### config.mk
export PLATFORM = sky130hd
export DESIGN_NAME = uart_xfer_ctrl
export DESIGN_NICKNAME = d
export VERILOG_FILES = /design/src/rtl/aisys_pkg.sv /design/src/rtl/xfer_word_pack.sv /design/src/rtl/uart_xfer_ctrl.sv
export SDC_FILE = /design/constraint.sdc
export NUM_CORES = 1
export LEC_CHECK = 0
export CELL_PAD_IN_SITES_DETAIL_PLACEMENT = 2
export CELL_PAD_IN_SITES_GLOBAL_PLACEMENT = 2
export CORE_ASPECT_RATIO = 0.8
export CORE_UTILIZATION = 27
export CTS_CLUSTER_DIAMETER = 150
export DETAILED_ROUTE_END_ITERATION = 6
export HOLD_SLACK_MARGIN = 0.02
export MAX_ROUTING_LAYER = met4
export PLACE_DENSITY_LB_ADDON = 0.1
export SYNTH_ARGS = -nofsm -noshare
export SYNTH_HDL_FRONTEND = slang
export SYNTH_SLANG_ARGS = --single-unit
export TNS_END_PERCENT = 5
### constraint.sdc
create_clock -name clk -period 2.4 [get_ports clk]
set_input_delay 0.72 -clock clk [delete_from_list [all_inputs] [get_ports clk]]
set_output_delay 0.72 -clock clk [all_outputs]
set_load 0.01 [all_outputs]
### src/rtl/aisys_pkg.sv
`default_nettype none
// ============================================================================
// Module   : aisys_pkg
// Purpose  : Shared transfer-controller state encoding and word geometry.
// Revision : 1.0 - initial release
// ============================================================================
package aisys_pkg;

  localparam int BYTES_PER_WORD = 4;

  typedef enum logic [2:0] {
    ST_IDLE     = 3'd0,
    ST_RX_BYTE  = 3'd1,
    ST_RX_WRITE = 3'd2,
    ST_TX_READ  = 3'd3,
    ST_TX_LAT   = 3'd4,
    ST_TX_BYTE  = 3'd5,
    ST_DONE     = 3'd6
  } xfer_state_t;

endpackage
`default_nettype wire

### src/rtl/xfer_word_pack.sv
`default_nettype none
// ============================================================================
// Module   : xfer_word_pack
// Purpose  : 32-bit little-endian pack/unpack register with its byte index,
//            shared by the receive and transmit paths.
// Revision : 1.0 - initial release
// ============================================================================
module xfer_word_pack
  import aisys_pkg::*;
(
  input  logic        clk,
  input  logic        rst_n,
  input  logic        clr,
  input  logic        rx_push,
  input  logic [7:0]  rx_byte,
  input  logic        load,
  input  logic [31:0] load_word,
  input  logic        tx_adv,
  output logic [31:0] word,
  output logic [7:0]  byte_out,
  output logic [1:0]  byte_idx,
  output logic        last_byte
);

  logic [31:0] r_word;
  logic [1:0]  r_idx;

  // clr wins over load, which wins over the per-byte operations
  always_ff @(posedge clk) begin
    if (!rst_n) begin
      r_word <= '0;
      r_idx  <= '0;
    end else if (clr) begin
      r_word <= '0;
      r_idx  <= '0;
    end else if (load) begin
      r_word <= load_word;
      r_idx  <= '0;
    end else if (rx_push) begin
      r_word[{r_idx, 3'b000} +: 8] <= rx_byte;
      r_idx                        <= r_idx + 2'd1;
    end else if (tx_adv) begin
      r_idx <= r_idx + 2'd1;
    end
  end

  assign word      = r_word;
  assign byte_out  = r_word[{r_idx, 3'b000} +: 8];
  assign byte_idx  = r_idx;
  assign last_byte = (r_idx == 2'(BYTES_PER_WORD - 1));

endmodule
`default_nettype wire

### src/rtl/uart_xfer_ctrl.sv
`default_nettype none
// ============================================================================
// Module   : uart_xfer_ctrl
// Purpose  : Moves XFER_WORDS 32-bit words between a byte UART and a word
//            buffer memory, in either direction, on a uart_en rising edge.
// Revision : 1.0 - initial release
// ============================================================================
module uart_xfer_ctrl
  import aisys_pkg::*;
#(
  parameter int XFER_WORDS = 16,
  parameter int ADDR_W     = 10,
  parameter int BASE_ADDR  = 0
) (
  input  logic              clk,
  input  logic              rst_n,
  input  logic              uart_en,
  input  logic              uart_wrSel,
  output logic              uart_done,
  input  logic              rx_valid,
  input  logic [7:0]        rx_data,
  output logic              tx_valid,
  output logic [7:0]        tx_data,
  input  logic              tx_ready,
  output logic [ADDR_W-1:0] mem_addr,
  output logic              mem_we,
  output logic [31:0]       mem_wdata,
  input  logic [31:0]       mem_rdata
);

  localparam int C_CNT_W = $clog2(XFER_WORDS + 1);
  localparam logic [C_CNT_W-1:0] C_LAST_CNT = C_CNT_W'(XFER_WORDS);

  xfer_state_t        r_state;
  xfer_state_t        w_state_nxt;
  logic               r_en_d;
  logic [C_CNT_W-1:0] r_count;
  logic [ADDR_W-1:0]  r_addr;

  logic               w_start;
  logic               w_step;
  logic               w_clr;
  logic               w_push;
  logic               w_load;
  logic               w_adv;
  logic [C_CNT_W-1:0] w_count_inc;
  logic               w_last_word;
  logic [31:0]        w_word;
  logic [7:0]         w_byte;
  logic [1:0]         w_byte_idx;
  logic               w_last_byte;

  xfer_word_pack u_pack (
    .clk       (clk),
    .rst_n     (rst_n),
    .clr       (w_clr),
    .rx_push   (w_push),
    .rx_byte   (rx_data),
    .load      (w_load),
    .load_word (mem_rdata),
    .tx_adv    (w_adv),
    .word      (w_word),
    .byte_out  (w_byte),
    .byte_idx  (w_byte_idx),
    .last_byte (w_last_byte)
  );

  assign w_count_inc = r_count + 1'b1;
  assign w_last_word = (w_count_inc == C_LAST_CNT);

  always_ff @(posedge clk) begin
    if (!rst_n) begin
      r_state <= ST_IDLE;
    end else begin
      r_state <= w_state_nxt;
    end
  end

  // Direction is captured by the branch taken at start, so later wrSel
  // changes cannot redirect a transfer in progress.
  always_comb begin
    w_state_nxt = r_state;
    w_start     = 1'b0;
    w_step      = 1'b0;
    w_clr       = 1'b0;
    w_push      = 1'b0;
    w_load      = 1'b0;
    w_adv       = 1'b0;
    mem_we      = 1'b0;
    tx_valid    = 1'b0;
    uart_done   = 1'b0;
    case (r_state)
      ST_IDLE: begin
        if (uart_en && !r_en_d) begin
          w_start     = 1'b1;
          w_clr       = 1'b1;
          w_state_nxt = uart_wrSel ? ST_RX_BYTE : ST_TX_READ;
        end
      end
      ST_RX_BYTE: begin
        if (!uart_en) begin
          w_state_nxt = ST_IDLE;
        end else if (rx_valid) begin
          w_push = 1'b1;
          if (w_last_byte) w_state_nxt = ST_RX_WRITE;
        end
      end
      ST_RX_WRITE: begin
        if (!uart_en) begin
          w_state_nxt = ST_IDLE;
        end else begin
          mem_we      = 1'b1;
          w_step      = 1'b1;
          w_state_nxt = w_last_word ? ST_DONE : ST_RX_BYTE;
        end
      end
      ST_TX_READ: begin
        w_state_nxt = uart_en ? ST_TX_LAT : ST_IDLE;
      end
      ST_TX_LAT: begin
        if (!uart_en) begin
          w_state_nxt = ST_IDLE;
        end else begin
          w_load      = 1'b1;
          w_state_nxt = ST_TX_BYTE;
        end
      end
      ST_TX_BYTE: begin
        if (!uart_en) begin
          w_state_nxt = ST_IDLE;
        end else begin
          tx_valid = 1'b1;
          if (tx_ready) begin
            w_adv = 1'b1;
            if (w_last_byte) begin
              w_step      = 1'b1;
              w_state_nxt = w_last_word ? ST_DONE : ST_TX_READ;
            end
          end
        end
      end
      ST_DONE: begin
        uart_done   = 1'b1;
        w_state_nxt = ST_IDLE;
      end
      default: w_state_nxt = ST_IDLE;
    endcase
  end

  always_ff @(posedge clk) begin
    if (!rst_n) begin
      r_en_d  <= 1'b0;
      r_count <= '0;
      r_addr  <= '0;
    end else begin
      r_en_d <= uart_en;
      if (w_start) begin
        r_count <= '0;
        r_addr  <= ADDR_W'(BASE_ADDR);
      end else if (w_step) begin
        r_count <= w_count_inc;
        r_addr  <= r_addr + 1'b1;
      end
    end
  end

  assign mem_addr  = r_addr;
  assign mem_wdata = w_word;
  assign tx_data   = w_byte;

endmodule
`default_nettype wire
==> results.cfg <==
[critical_path]
timing.rr.end = u_pack.word[28]$_SDFFE_PP0P_
worstPathArrival_ns = 1.61
reg2reg_setup_slack_ns = 0.28
crit_fanout = 14
r2r_start = u_pack.byte_idx[1]$_SDFFE_PP0P_
crit_type = reg -> out
cp-start-kind = flip-flop
cp.required_ns = 1.68
end_kind = primary output
worstRegToRegCells = 7

[grt]
grt_use_total_pct = 20.6
grt-ovfl-total = 0
antenna_found_initial = 0
grt_max_degree = 34
grt_pass1_vias = 3168
grt_pass1_wl_um = 17300

[routing]
vias_per_cell = 5.16
firstDrtPassIters = 4
ant_nets = 0
drc = 0
wl_per_cell_um = 19.2
met1_length_um = 5430
highest_layer = met4
route.vias.total = 2925
met3WireLength_um = 408
met2_length_um = 4930
finalWirelength_um = 10900
drt_iter0_drc = 72

[sta]
layout_setup_ws_ns = 0.0655
setup_viol = 0
hold_slack_ns = 0.508
slew_violations = 0
max_freq_mhz = 428
fin_tns_setup_ns = 0
min_period_ns = 2.33
timing.final.crit_share_pct = 97.3
finClkSkew_ns = 0.00440
hold_violations = 0
max_slew.worst_pin.slew_ns = 0.486
rsz0062_at_grt = false
maxSlewHeadroom_pct = 67.3

[cells_and_area]
final_common_cell = clkdlybuf4s50_1
drive_gt1_share_pct = 17.3
antennaDiodeCount = 0
final_area_sq_mm = 0.00446
finalNetCount = 479
area_growth_syn_to_layout_pct = 51.8
mostFrequentLayoutCells = clkdlybuf4s50_1 (87), nor2_1 (52), dfxtp_1 (51)

[cts]
clk_pin_slew_ns = 0.07
clk_latency_ns = 0.30
htree_levels = 2
cts_tree = done
cts_buffer_depth = 2
cts_buffers = 5
clockRootBuffer = clkbuf_16
clkSinkCount = 53

[power]
power.density_mw_per_mm2 = 624
max-vdd-ir-drop_mv = 0.236
p_leak_nw = 1.62
p_total_mw = 2.79

[outcome]
outcome = completed

[min_path]
worstHoldStart = mem_addr[1]$_SDFFE_PP0P_
worstHoldPathType = reg -> reg
hold_end = mem_addr[1]$_SDFFE_PP0P_
hold_path_depth = 2

[floorplan]
die_h_um = 95.3
dieWidth_um = 119
rows = 33
core_sq_mm = 0.0104
dieArea_sq_mm = 0.0113
io_pins = 99
start_util_pct = 28.3

[synth]
async_flop_share_pct = 0
syn_area_sq_mm = 0.00294
synth_cell_types = 44
yosys_warnings = 0
synthesis.nets = 361
syn_area_per_cell_sq_um = 9.55
ys_seq_elements = 53
synth_top_flop_cell = dfxtp_1
ys_seq_area_share_pct = 36.1
synthCells = 308
synth_edf_count = 0

[placed_design]
portBuffers = 98
place_ws_ns = -0.426
post-dp-hpwl_um = 8070
placed_area_sq_mm = 0.00427
gp_congestion = 0.739

[job]
cap_violations = 0
## worst max-delay path, stage by stage (launching register included)
cell and delay (ns):
dfxtp_2 0.34, buf_12 0.17, mux4_2 0.51, dlygate4sd2_1 0.30
## final cells by class
cell class / instances / area [sq um]
Fill cell: 1142 / 5940
Multi-Input combinational cell: 229 / 1730
Timing Repair Buffer: 134 / 1290
Sequential cell: 53 / 1060
Tap cell: 140 / 175
Clock buffer: 5 / 125
Clock inverter: 3 / 68.8
Inverter: 3 / 11.3
## kinds of logic after synthesis
group | synth area share (%)
and+or+nand+nor | 20.3
AOI/OAI and AO/OA | 24.5
DFF | 36.1
buffers and inverters | 5.45
xor gates and xnor gates | 4.17
muxes | 6.47
adders and majority gates | 2.98
## worst max path at each step
stage | start | endpoint | slack (ns) | cells after the start
2_1_floorplan | u_pack.byte_idx[1]$_SDFFE_PP0P_ | u_pack.word[30]$_SDFFE_PP0P_ | 0.43 | 6
3_3_place_gp | uart_en | mem_we | -0.35 | 4
3_5_place_dp | uart_en | mem_we | -0.43 | 4
4_1_cts | u_pack.byte_idx[0]$_SDFFE_PP0P_ | tx_data[7] | 0.009 | 3
5_1_grt | u_pack.byte_idx[0]$_SDFFE_PP0P_ | tx_data[1] | 0.02 | 3
6_report | u_pack.byte_idx[0]$_SDFFE_PP0P_ | tx_data[7] | 0.07 | 3
## per-layer routing
metal	vias up	GRT usage, %
met5	-	-
met4	0	5.38
li1	1398	-
met3	11	4.07
met2	69	32.3
met1	1447	27.1
## flip-flops by register name, summed over array words and instances, names as in the netlist
register,count
r_en_d,1
mem_addr,10
u_pack.word,32
u_pack.byte_idx,2
r_count,5
r_state,3
## synth_stat cells, types with 7 or more instances
cell type | instances | area, sq um
buf_2 | 11 | 55.1
ha_1 | 7 | 87.6
a21oi_1 | 8 | 40.0
mux4_2 | 8 | 180
xor2_1 | 13 | 114
a211oi_1 | 22 | 165
nand3_1 | 8 | 40.0
a211oi_2 | 10 | 125
nor2_1 | 52 | 195
nand2_1 | 11 | 41.3
a22oi_1 | 32 | 240
dfxtp_1 | 53 | 1060
## metrics by stage
| stage | cells | utilization [%] |
|---|---|---|
| after floorplan | 308 | - |
| after global placement | 558 | 41.1 |
| after detailed placement | 558 | 41.1 |
| after CTS | 566 | 42.8 |
| after global routing | 567 | 42.9 |
| final | 567 | 42.9 |
## report_power, final
group          total, mW  internal (mW)  switching, mW
clock              0.967          0.603          0.365
sequential         0.988          0.928         0.0606
combinational      0.831          0.413          0.417
## timing repair
action                     CTS  global route
gates cloned                 0             0
resized for setup           12             2
setup endpoints to repair   25             7
hold buffers                 0             0
setup buffers                0             1
Power figures use the tool's default switching activity.
